===== config.mk =====
export PLATFORM = sky130hd
export DESIGN_NAME = victim_select_ctrl
export DESIGN_NICKNAME = d
export VERILOG_FILES = /design/src/rtl/victim_select_ctrl_pkg.sv /design/src/rtl/victim_select_ctrl_group_pick.sv /design/src/rtl/victim_select_ctrl.sv
export SDC_FILE = /design/constraint.sdc
export NUM_CORES = 1
export LEC_CHECK = 0
export ABC_AREA = 0
export BUFFER_PORTS_ARGS = -buffer_cell sky130_fd_sc_hd__buf_2
export CAP_MARGIN = 20
export CORE_MARGIN = 2
export CORE_UTILIZATION = 60
export CTS_BUF_LIST = sky130_fd_sc_hd__clkbuf_8
export DETAILED_ROUTE_END_ITERATION = 12
export GPL_TIMING_DRIVEN = 0
export HOLD_SLACK_MARGIN = 0.03
export PLACE_DENSITY = 0.84
export SLEW_MARGIN = 20
export SYNTH_ARGS = -nofsm -noshare
export SYNTH_HDL_FRONTEND = slang
export SYNTH_SLANG_ARGS = --single-unit

===== constraint.sdc =====
create_clock -name clk -period 23.7 [get_ports clk]
set_clock_uncertainty 0.2 [all_clocks]
set_input_delay 2.37 -clock clk [delete_from_list [all_inputs] [get_ports clk]]
set_output_delay 2.37 -clock clk [all_outputs]
set_load 0.02 [all_outputs]

===== src/rtl/victim_select_ctrl_pkg.sv =====
// Shared types and sizing constants for the victim-selection replacement controller.
package victim_select_ctrl_pkg;

  typedef enum logic [2:0] {
    IDLE  = 3'd0,
    SCAN  = 3'd1,
    REQ   = 3'd2,
    WAIT  = 3'd3,
    WRITE = 3'd4
  } state_t;

  localparam int LINES  = 32;
  localparam int SCAN_W = 8;
  localparam int IDX_W  = $clog2(LINES);
  localparam int NGRP   = LINES / SCAN_W;

endpackage


===== src/rtl/victim_select_ctrl_group_pick.sv =====
// Folds one group of SCAN_W lines into the running best victim candidate.
// Invalid lines dominate (first one found sticks); among valid lines a strictly
// greater age is needed to displace the incumbent, so ties keep the lowest index.
module victim_group_pick
  import victim_select_ctrl_pkg::*;
#(
  parameter int K      = 3,
  parameter int SCAN_W = 8
) (
  input  logic [SCAN_W*K-1:0] ages,
  input  logic [SCAN_W-1:0]   valids,
  input  logic [IDX_W-1:0]    base,
  input  logic [IDX_W-1:0]    best_idx_in,
  input  logic [K-1:0]        best_age_in,
  input  logic                best_inv_in,
  output logic [IDX_W-1:0]    best_idx_out,
  output logic [K-1:0]        best_age_out,
  output logic                best_inv_out
);

  // Walk the group in ascending index order, updating the candidate line by line.
  always_comb begin
    best_idx_out = best_idx_in;
    best_age_out = best_age_in;
    best_inv_out = best_inv_in;
    for (int i = 0; i < SCAN_W; i++) begin
      if (!best_inv_out) begin
        if (!valids[i]) begin
          best_inv_out = 1'b1;
          best_idx_out = base + IDX_W'(i);
          best_age_out = '0;
        end else if (ages[i*K +: K] > best_age_out) begin
          best_idx_out = base + IDX_W'(i);
          best_age_out = ages[i*K +: K];
        end
      end
    end
  end

endmodule


===== src/rtl/victim_select_ctrl.sv =====
// Replacement controller: snapshots ages/valid bits on a miss, scans them in
// groups to choose a victim, runs the refill handshake, then issues the
// one-cycle install strobe to the age block.
module victim_select_ctrl
  import victim_select_ctrl_pkg::*;
#(
  parameter int K      = 3,
  parameter int LINES  = 32,
  parameter int SCAN_W = 8,
  parameter int AW     = 32
) (
  input  logic               clk,
  input  logic               rst,
  input  logic               miss_req,
  input  logic [AW-1:0]      miss_addr,
  input  logic [LINES-1:0]   valid_vec,
  input  logic [LINES*K-1:0] age_1D,
  output logic               mem_req,
  output logic [AW-1:0]      mem_addr,
  input  logic               mem_ack,
  input  logic               fill_done,
  output logic               we,
  output logic [IDX_W-1:0]   write_addr,
  output logic [IDX_W-1:0]   victim_idx,
  output logic               busy,
  output logic               done
);

  localparam int NUM_GRP = LINES / SCAN_W;
  localparam int GRP_W   = (NUM_GRP > 1) ? $clog2(NUM_GRP) : 1;

  state_t             state;
  logic [GRP_W-1:0]   grp;
  logic [LINES*K-1:0] age_snap;
  logic [LINES-1:0]   valid_snap;
  logic [AW-1:0]      addr_snap;
  logic [IDX_W-1:0]   best_idx;
  logic [K-1:0]       best_age;
  logic               best_inv;

  logic [SCAN_W*K-1:0] grp_ages;
  logic [SCAN_W-1:0]   grp_valid;
  logic [IDX_W-1:0]    grp_base;
  logic [IDX_W-1:0]    pick_idx;
  logic [K-1:0]        pick_age;
  logic                pick_inv;

  assign mem_addr = addr_snap;

  // Select the snapshot slice for the group currently being scanned.
  always_comb begin
    grp_ages  = age_snap[int'(grp)*SCAN_W*K +: SCAN_W*K];
    grp_valid = valid_snap[int'(grp)*SCAN_W +: SCAN_W];
    grp_base  = IDX_W'(int'(grp) * SCAN_W);
  end

  victim_group_pick #(
    .K      (K),
    .SCAN_W (SCAN_W)
  ) u_pick (
    .ages         (grp_ages),
    .valids       (grp_valid),
    .base         (grp_base),
    .best_idx_in  (best_idx),
    .best_age_in  (best_age),
    .best_inv_in  (best_inv),
    .best_idx_out (pick_idx),
    .best_age_out (pick_age),
    .best_inv_out (pick_inv)
  );

  // Controller FSM; every handshake output is a flop set on the transition into its state.
  always_ff @(posedge clk) begin
    if (rst) begin
      state      <= IDLE;
      grp        <= '0;
      age_snap   <= '0;
      valid_snap <= '0;
      addr_snap  <= '0;
      best_idx   <= '0;
      best_age   <= '0;
      best_inv   <= 1'b0;
      victim_idx <= '0;
      write_addr <= '0;
      mem_req    <= 1'b0;
      we         <= 1'b0;
      done       <= 1'b0;
      busy       <= 1'b0;
    end else begin
      case (state)
        IDLE: begin
          if (miss_req) begin
            age_snap   <= age_1D;
            valid_snap <= valid_vec;
            addr_snap  <= miss_addr;
            grp        <= '0;
            best_idx   <= '0;
            best_age   <= '0;
            best_inv   <= 1'b0;
            busy       <= 1'b1;
            state      <= SCAN;
          end
        end
        SCAN: begin
          best_idx <= pick_idx;
          best_age <= pick_age;
          best_inv <= pick_inv;
          if (grp == GRP_W'(NUM_GRP - 1)) begin
            grp        <= '0;
            victim_idx <= pick_idx;
            mem_req    <= 1'b1;
            state      <= REQ;
          end else begin
            grp <= grp + GRP_W'(1);
          end
        end
        REQ: begin
          if (mem_ack) begin
            mem_req <= 1'b0;
            state   <= WAIT;
          end
        end
        WAIT: begin
          if (fill_done) begin
            we         <= 1'b1;
            done       <= 1'b1;
            write_addr <= victim_idx;
            state      <= WRITE;
          end
        end
        WRITE: begin
          we    <= 1'b0;
          done  <= 1'b0;
          busy  <= 1'b0;
          state <= IDLE;
        end
        default: begin
          mem_req <= 1'b0;
          we      <= 1'b0;
          done    <= 1'b0;
          busy    <= 1'b0;
          state   <= IDLE;
        end
      endcase
    end
  end

endmodule

-- Word level (Yosys, flattened, before mapping)
Index checks and enable logic that the tools add are counted.
- $add $sub $neg: 8
- multiply operators: 1
- div/mod/pow operators: 0
- magnitude comparators: 8
- equality and inequality tests: 9
- shifts and indexed selects: 2
- mux-type cells: 85
- bitwise logic cells: 3
- reductions and logical operators: 13
- operators with widths (cell ; number):
    two-way mux 5 bit ; 25
    variable part select 96 x 8 -> 24 bit ; 1
    two-way mux 3 bit ; 29
    variable part select 32 x 6 -> 8 bit ; 1
    greater-than comparator 3 bit ; 8
    two-way mux 1 bit ; 21
    adder 5 x 3 -> 5 bit (second input constant) ; 4
    case mux 3 bit (4 select lines) ; 1
    AND reduction 2 bit ; 6
    adder 5 x 2 -> 5 bit (second input constant) ; 2
    case mux 5 bit (2 select lines) ; 1
    OR reduction 3 bit ; 3
    != test 2 bit (second input constant) ; 4
    equality test 3 x 2 -> 1 bit (second input constant) ; 2
    case mux 1 bit (2 select lines) ; 3
    case mux 3 bit (2 select lines) ; 1
    adder 5 x 1 -> 5 bit (second input constant) ; 1
    multiplier 2 x 2 -> 4 bit (second input constant) ; 1
    two-way mux 2 bit ; 2
    case mux 2 bit (2 select lines) ; 1
    AND reduction 4 bit ; 1
    equality test 3 x 1 -> 1 bit (second input constant) ; 1
    equality test 3 bit (second input constant) ; 1
    logical NOT 3 bit ; 1
    other kinds (6) ; 8
- register bits after elaboration: 187
- latch bits: 0
- memory bits (writable): 0
- bits in read-only memories: 0
- input port bits: 165
- output and inout port bits: 46
- word-level logic and storage cells: 142
- memories kept: 0

-- Logic depth before layout (Yosys ltp)
Gate-level depths: netlist (run 1).
- word-level depth: 35
- gate-level depth with buffers: 62
- depth with buffers taken out: 59

-- Cells and area by module
From an unflattened synthesis (run 1), not the netlist that was laid out.
- cells, all modules: 1146
- area total of the unflattened synthesis: 9325.2 µm²
- by module, submodules not included (module ; instances ; cells each ; area an instance (µm²) ; seq. area each (µm²)):
    victim_select_ctrl ; 1 ; 830 ; 7210.7 ; 3743.6
    victim_group_pick ; 1 ; 316 ; 2114.5 ; 0.0

-- Worst setup path before layout (run 1)
OpenSTA, ideal clock, no wires.
- path type: flip-flop to flip-flop
- start: register grp[0]
- end: register victim_idx[3]
- setup time: 0.086 ns
- arrival: 11.501 ns
- data required time: 23.414 ns
- slack: 11.913 ns
- stages on the path, launching flop included: 57
- buffers on the path: 3
- cell sequence: dfxtp_1 -> buf_6 -> buf_4 -> mux4_2 -> ha_1 -> and3b_1 -> o211ai_1 -> and2_1 -> a22oi_1 -> ha_1 -> a211oi_1 -> o21ai_0 -> o21ai_0 -> a22oi_2 -> ha_1 -> a211oi_1 -> or2_2 -> o21ai_0 -> (+21 left out) -> nor2b_1 -> a311oi_1 -> ha_1 -> nor2b_1 -> o21ai_0 -> a32o_1 -> nand2_1 -> o41a_1 -> o211ai_2 -> a21oi_2 -> ha_1 -> o21a_1 -> o21ai_0 -> nand2_1 -> o21bai_1 -> nand3_1 -> mux2i_1 -> a211oi_1
- word-level cells in the longest chain between the ends: 34
- RTL lines (element ; RTL line ; RTL):
    start, declared ; victim_select_ctrl.sv:33 ; logic [GRP_W-1:0] grp;
    start signal, assigned ; victim_select_ctrl.sv:114 ; grp <= grp + GRP_W'(1);
    multiplier 2 x 2 -> 4 bit ; victim_select_ctrl.sv:52 ; grp_ages = age_snap[int'(grp)*SCAN_W*K +: SCAN_W*K];
    variable part select 96 x 8 -> 24 bit ; victim_select_ctrl.sv:52 ;
    greater-than comparator 3 bit ; victim_select_ctrl_group_pick.sv:32 ; end else if (ages[i*K +: K] > best_age_out) begin
    two-way mux 3 bit ; victim_select_ctrl_group_pick.sv:32 ;
    two-way mux 3 bit ; victim_select_ctrl_group_pick.sv:28 ; if (!valids[i]) begin
    two-way mux 3 bit ; victim_select_ctrl_group_pick.sv:27 ; if (!best_inv_out) begin
    greater-than comparator 3 bit ; victim_select_ctrl_group_pick.sv:32 ;
    two-way mux 3 bit ; victim_select_ctrl_group_pick.sv:32 ;
    (+18 left out) ; -- ;
    greater-than comparator 3 bit ; victim_select_ctrl_group_pick.sv:32 ;
    two-way mux 3 bit ; victim_select_ctrl_group_pick.sv:32 ;
    two-way mux 3 bit ; victim_select_ctrl_group_pick.sv:28 ;
    two-way mux 3 bit ; victim_select_ctrl_group_pick.sv:27 ;
    greater-than comparator 3 bit ; victim_select_ctrl_group_pick.sv:32 ;
    two-way mux 5 bit ; victim_select_ctrl_group_pick.sv:32 ;
    two-way mux 5 bit ; victim_select_ctrl_group_pick.sv:28 ;
    two-way mux 5 bit ; victim_select_ctrl_group_pick.sv:27 ;
    end signal, assigned ; victim_select_ctrl.sv:110 ; victim_idx <= pick_idx;
    end, declared ; victim_select_ctrl.sv:24 ; output logic [IDX_W-1:0] victim_idx,
Parallel ways exist; a longest one is shown, timed or not.
A chain may end at the register's enable or synchronous reset.

-- Worst setup path in the final report (run 1)
- start: register grp[1]
- end: register victim_idx[3]
Same word-level chain as after synthesis.

==> flow_summary.yaml, run 1 <==
status:
  status: "finished, final reports clean"
critical_path:
  worst_ep_required_time_ps: 23880
  r2r-start: "grp[1]$_SDFFE_PP0P_"
  startpoint: "grp[1]$_SDFFE_PP0P_"
  arrival_ps: 14660
  critPathMaxFanout: 10
  ff2ff_path_depth: 57
  rrSetupSlack_ps: 9210
  path_class: "flop to flop"
  slowest_delay_ps: 550
  r2r-end: "victim_idx[3]$_SDFFE_PP0P_"
  startpoint_type: "flop"
  critPathSlowestCell: "nor2_1"
  end_kind: "flop"
  cpMostUsedCell: "o21ai_0"
  endpoint: "victim_idx[3]$_SDFFE_PP0P_"
layout:
  mostFrequentLayoutCells: "nand2_1, buf_2, dfxtp_1"
  multiInputGateArea_um2: 4790
  layout-drive-gt1-share_pct: 22.7
  area_growth_syn_to_layout_pct: 18.6
  seqCellArea_um2: 3740
  mostFrequentLayoutCell: "nand2_1"
  nNetsFinal: 1519
  final_area_um2: 10600
  finalNonFillerCells: 1526
  fillCellCount: 1193
logic_synthesis:
  syn_area_per_cell_um2: 8.12
  yosysWarnings: 0
  ys_async_sr_fraction_pct: 0
  synth_cell_types: 69
  ys.flop_type: "dfxtp_1"
  synth_edf_count: 0
  syn_area_um2: 8930
  synth_nets: 1290
  syn_inst: 1100
  ys_ff_latch: 187
  synth-seq-area-share_pct: 41.9
cts:
  clkSinkCount: 187
  clk_pin_slew_ps: 100
  clock_path_buffers: 2
  root_buffer: "clkbuf_8"
  cts_setup_buffers: 0
  clk_latency_ps: 480
  htree_levels: 4
  cts_resized: 0
  hold_buffers: 0
  numCtsBuffers: 17
  cts_tree: "done"
flow_run:
  cap_violations: 0
floorplan:
  coreArea_um2: 14500
  initial_core_util_pct: 61.5
  io-pin-count: 211
  std_cell_rows: 44
  die_area_um2: 15900
  die_h_um: 126
  dieWidth_um: 126
timing:
  final-setup-viol-count: 0
  drv_slew: 0
  fmax_mhz: 69.0
  layout_setup_ws_ps: 9210
  tns_ps: 0
  post-route-period-util_pct: 61.1
  grt_setup_unrepaired: "no"
  hold_violations: 0
  slew_headroom_pct: 35.5
  period_minus_slack_ps: 14490
  tightest_slew_ps: 961
power:
  power.density_nw_per_um2: 64.0
  ir_worst_vdd_mv: 0.0557
  comb_power_share_pct: 18.3
  swShare_pct: 30.2
  p_int_w: 0.000473
  p_sw_w: 0.000205
  p_leak_nw: 4.37
  pwr-share-clk_pct: 31.3
  p_seq_share_pct: 50.4
place:
  place_area_um2: 10200
  pre_cts_ws_ps: 9550
  portBuffers: 210
  post-dp-hpwl_um: 20400
  place_inst: 1494
  globalplace.congestion: 0.993
detailed_routing:
  ant_nets: 0
  via_per_inst: 5.82
  first_iter_violations: 709
  wl_per_cell_um: 17.2
  routed_wl_um: 26300
  vias: 8885
  firstDrtPassIters: 5
  drc_errors: 0
global_route:
  grt_pass1_vias: 8377
  grt_max_degree: 17
  grt_antenna_before_repair: 0
  grt_pass1_wl_um: 41900
  gr-usage-all-layers_pct: 33.1
  overflow: 0
hold_path:
  holdCritPathClass: "flop to flop"
## per-stage QoR
stage | util [%] | power, W | hold WS [ps]
after floorplan | - | 0.000425 | 225
after global placement | 70.3 | 0.000467 | 236
after detailed placement | 70.3 | 0.000470 | 243
after CTS | 72.9 | 0.000674 | 256
after global routing | 72.9 | 0.000703 | 274
final | 72.9 | 0.000678 | 257
## how the worst min path moves through the flow
stage,start,endpoint,slack (ps),cells after the start
after floorplan,best_idx[2]$_SDFFE_PP0P_,best_idx[2]$_SDFFE_PP0P_,230,2
after global placement,best_idx[2]$_SDFFE_PP0P_,best_idx[2]$_SDFFE_PP0P_,240,2
after detailed placement,age_snap[66]$_SDFFE_PP0P_,age_snap[66]$_SDFFE_PP0P_,240,2
after CTS,mem_addr[2]$_SDFFE_PP0P_,mem_addr[2]$_SDFFE_PP0P_,260,2
after global routing,age_snap[52]$_SDFFE_PP0P_,age_snap[52]$_SDFFE_PP0P_,270,2
final,age_snap[63]$_SDFFE_PP0P_,age_snap[63]$_SDFFE_PP0P_,260,2
## final cells by class
type	instances	share of cell area (%)
well taps	184	2.17
repair buffers	210	9.92
clock inverters	14	1.38
diodes	1	0.0236
inverters	21	0.744
clock buffers	17	2.21
plain buffers	74	2.99
multi-input cells	818	45.2
flip-flops and latches	187	35.3
## logic make-up after synthesis
| group | count (synthesis) | share of synthesized area (%) |
|---|---|---|
| buf+inv | 95 | 4.43 |
| compound gates | 290 | 19.3 |
| fa+ha+maj | 25 | 3.50 |
| simple gates | 454 | 21.0 |
| flops | 187 | 41.9 |
| mux | 49 | 9.88 |
## synthesized netlist by cell type (3+ instances only)
library cell	n	area, um2
nand2_1	352	1320
dfxtp_1	187	3740
a21oi_1	181	906
clkbuf_1	62	233
nor2_1	32	120
mux4_2	31	698
o21ai_0	29	145
ha_1	25	313
inv_1	21	78.8
mux2i_1	15	150
nand3_1	15	75.1
nor3_1	14	70.1
a211oi_1	7	52.6
a22oi_1	7	52.6
nor2b_1	7	43.8
o21a_1	6	45.0
a21o_1	5	37.5
a31oi_1	5	31.3
buf_4	5	37.5
o21ai_1	5	25.0
or2_2	5	31.3
and2_1	4	25.0
and3_1	4	25.0
buf_2	4	20.0
nand2b_1	4	25.0
a22o_1	3	26.3
a311oi_1	3	26.3
a32o_1	3	30.0
mux2_2	3	33.8
o211ai_1	3	22.5
o21bai_1	3	22.5
or3_1	3	18.8
## registers in the layout, summed over array words and instances (netlist names)
signal      count
age_snap       96
mem_addr       32
valid_snap     32
best_idx        5
victim_idx      5
write_addr      5
best_age        3
state           3
grp             2
best_inv        1
busy            1
done            1
mem_req         1
## routing by layer
layer	GRT usage (%)	wire length (um)	part of all wire, %
met5	0	0	0
met3	6.16	1860	7.1
met1	43.5	11000	42
met2	55.0	12600	48
met4	11.7	749	2.9
## critical path: cells and delay by family, from the launching register on
kind,cells,cell delay [ps]
AND/OR/NAND/NOR,16,2870
flip-flops,1,510
adder cells (fa/ha/maj),8,2440
buffers and inverters,4,1040
multiplexers,2,590
AO/OA/AOI/OAI,27,6690
## power groups by stage
stage          sequential (W)  clock (W)  combinational [W]
2_1_floorplan        0.000350          0          0.0000754
3_3_place_gp         0.000348          0           0.000119
3_5_place_dp         0.000348          0           0.000122
4_1_cts              0.000341   0.000210           0.000122
5_1_grt              0.000343   0.000223           0.000137
6_report             0.000341   0.000212           0.000124
No activity file was read; power rests on OpenSTA's default activity.
==> inputs of run 2 (changes only) <==
--- a/config.mk
+++ b/config.mk
@@ -9,12 +9,12 @@
 export BUFFER_PORTS_ARGS = -buffer_cell sky130_fd_sc_hd__buf_2
 export CAP_MARGIN = 20
 export CORE_MARGIN = 2
-export CORE_UTILIZATION = 60
+export CORE_UTILIZATION = 56
 export CTS_BUF_LIST = sky130_fd_sc_hd__clkbuf_8
 export DETAILED_ROUTE_END_ITERATION = 12
 export GPL_TIMING_DRIVEN = 0
 export HOLD_SLACK_MARGIN = 0.03
-export PLACE_DENSITY = 0.84
+export PLACE_DENSITY = 0.79
 export SLEW_MARGIN = 20
 export SYNTH_ARGS = -nofsm -noshare
 export SYNTH_HDL_FRONTEND = slang
==> constraint.sdc (replaced) <==
create_clock -name clk -period 13.5 [get_ports clk]
set_clock_uncertainty 0.2 [all_clocks]
set_input_delay 1.35 -clock clk [delete_from_list [all_inputs] [get_ports clk]]
set_output_delay 1.35 -clock clk [all_outputs]
set_load 0.02 [all_outputs]
==> run 2 against run 1 <==
Critical endpoint is now victim_idx[4]$_SDFFE_PP0P_. Routed wire length shrank 0.34%. Final area is 1.0% higher. First-iteration DRC count is 9.3% lower. Clock power rose by 81%. Fmax up 13%. Non-clock buffer count fell by 2. Sequential cell count is the same. Cell count rose by 2.0%. Utilization is 4.8 points lower. Combinational power rose by 78%.
==> flow_summary.yaml, run 2 (synthesized netlist as in run 1, its figures left out) <==
place:
  place_inst: 1526
  globalplace.congestion: 0.977
  pre_cts_ws_ps: -726
  post-dp-hpwl_um: 20200
  portBuffers: 210
layout:
  mostFrequentLayoutCells: "nand2_1, buf_2, dfxtp_1"
  finalNonFillerCells: 1556
  nNetsFinal: 1517
  largest_reg_flops: 96
  area_growth_syn_to_layout_pct: 19.9
  layout-drive-gt1-share_pct: 23.8
  largest-register: "age_snap"
  mostFrequentLayoutCell: "nand2_1"
  diodes: 0
critical_path:
  end_kind: "flop"
  critPathSlowestCell: "dfxtp_1"
  slowest_delay_ps: 540
  worst_ep_required_time_ps: 13710
  cp_num_buf_inv: 2
  critPathTopFamily: "compound AO/OA/AOI/OAI gates"
  path_class: "flop to flop"
  startpoint_type: "flop"
  critPathMaxFanout: 19
  cpMostUsedCell: "ha_1"
  arrival_ps: 13020
timing:
  fmax_mhz: 78.1
  hold_slack_ps: 257
  layout_setup_ws_ps: 696
  slew_headroom_pct: 33.2
  grt_setup_unrepaired: "no"
  tightest_slew_ps: 995
  hold_violations: 0
  post-route-period-util_pct: 94.8
  period_minus_slack_ps: 12800
  final-setup-viol-count: 0
  drv_slew: 0
hold_path:
  holdCritPathClass: "flop to flop"
detailed_routing:
  first_iter_violations: 643
  wl_per_cell_um: 16.8
  routed_wl_um: 26200
  firstDrtPassIters: 7
  drc_errors: 0
  ant_nets: 0
  vias: 8783
  via_per_inst: 5.64
cts:
  clock_path_buffers: 2
  cts_resized: 8
  htree_levels: 4
  clk_latency_ps: 480
  clk_pin_slew_ps: 100
  cts_tree: "done"
  cts_setup_buffers: 0
  hold_buffers: 0
  numCtsBuffers: 17
  root_buffer: "clkbuf_8"
  clkSinkCount: 187
global_route:
  grt_pass1_vias: 7980
  gr-usage-all-layers_pct: 30.9
  grt_max_degree: 20
  grt_pass1_wl_um: 40200
  grt_antenna_before_repair: 0
  overflow: 0
power:
  p_sw_w: 0.000381
  fin_total_pwr_w: 0.00120
  power.density_nw_per_um2: 112
  p_int_w: 0.000823
  pwr-share-clk_pct: 31.8
  p_seq_share_pct: 49.8
  swShare_pct: 31.6
  comb_power_share_pct: 18.4
  ir_worst_vdd_mv: 0.0708
  p_leak_nw: 4.38
floorplan:
  std_cell_rows: 46
  dieWidth_um: 130
  die_area_um2: 17000
  io-pin-count: 211
  die_h_um: 130
  initial_core_util_pct: 56.8
  coreArea_um2: 15700
flow_run:
  cap_violations: 0
status:
  status: "finished, final reports clean"
run 2: routing by layer:
layer	track usage, %	share of wire, %
met5	0	0
met4	12.8	3.6
met1	41.4	42
met2	49.3	47
met3	5.74	7.7
run 2: through the flow:
stage / instance area (um2) / util, % / setup TNS [ps]
after floorplan: 8930 / - / 0
after global placement: 10300 / 65.3 / -4210
after detailed placement: 10300 / 65.3 / -6670
after CTS: 10700 / 67.9 / 0
after global routing: 10700 / 68.1 / 0
final: 10700 / 68.1 / 0
run 2: area by class of cell:
| class | instances | area [um2] |
|---|---|---|
| Tap cell | 216 | 270 |
| Timing Repair Buffer | 210 | 1050 |
| Inverter | 21 | 78.8 |
| Multi-Input combinational cell | 818 | 4840 |
| Fill cell | 1390 | 5010 |
| Sequential cell | 187 | 3740 |
| Clock buffer | 17 | 234 |
| Clock inverter | 15 | 173 |
| Buffer | 72 | 312 |
run 2: final timing paths:
check | from | end | slack (ps) | cells after the start
worst max-delay path | grp[1]$_SDFFE_PP0P_ | victim_idx[4]$_SDFFE_PP0P_ | 700 | 55
worst min-delay path | mem_addr[3]$_SDFFE_PP0P_ | mem_addr[3]$_SDFFE_PP0P_ | 260 | 2
worst max register to register | grp[1]$_SDFFE_PP0P_ | victim_idx[4]$_SDFFE_PP0P_ | 700 | 55
worst min register to register | mem_addr[3]$_SDFFE_PP0P_ | mem_addr[3]$_SDFFE_PP0P_ | 260 | 2
run 2: tightest hold or removal path: cells and delay by family (launching register included):
family	cells	cell delay (ps)
flops	1	320
simple gates	1	50
compound gates	1	50
run 2: power by group through the flow:
stage          clock network [W]  registers (W)  logic [W]
3_5_place_dp                   0       0.000612   0.000213
5_1_grt                 0.000406       0.000603   0.000243
6_report                0.000383       0.000599   0.000221
4_1_cts                 0.000385       0.000599   0.000215
2_1_floorplan                  0       0.000614   0.000132
3_3_place_gp                   0       0.000610   0.000209
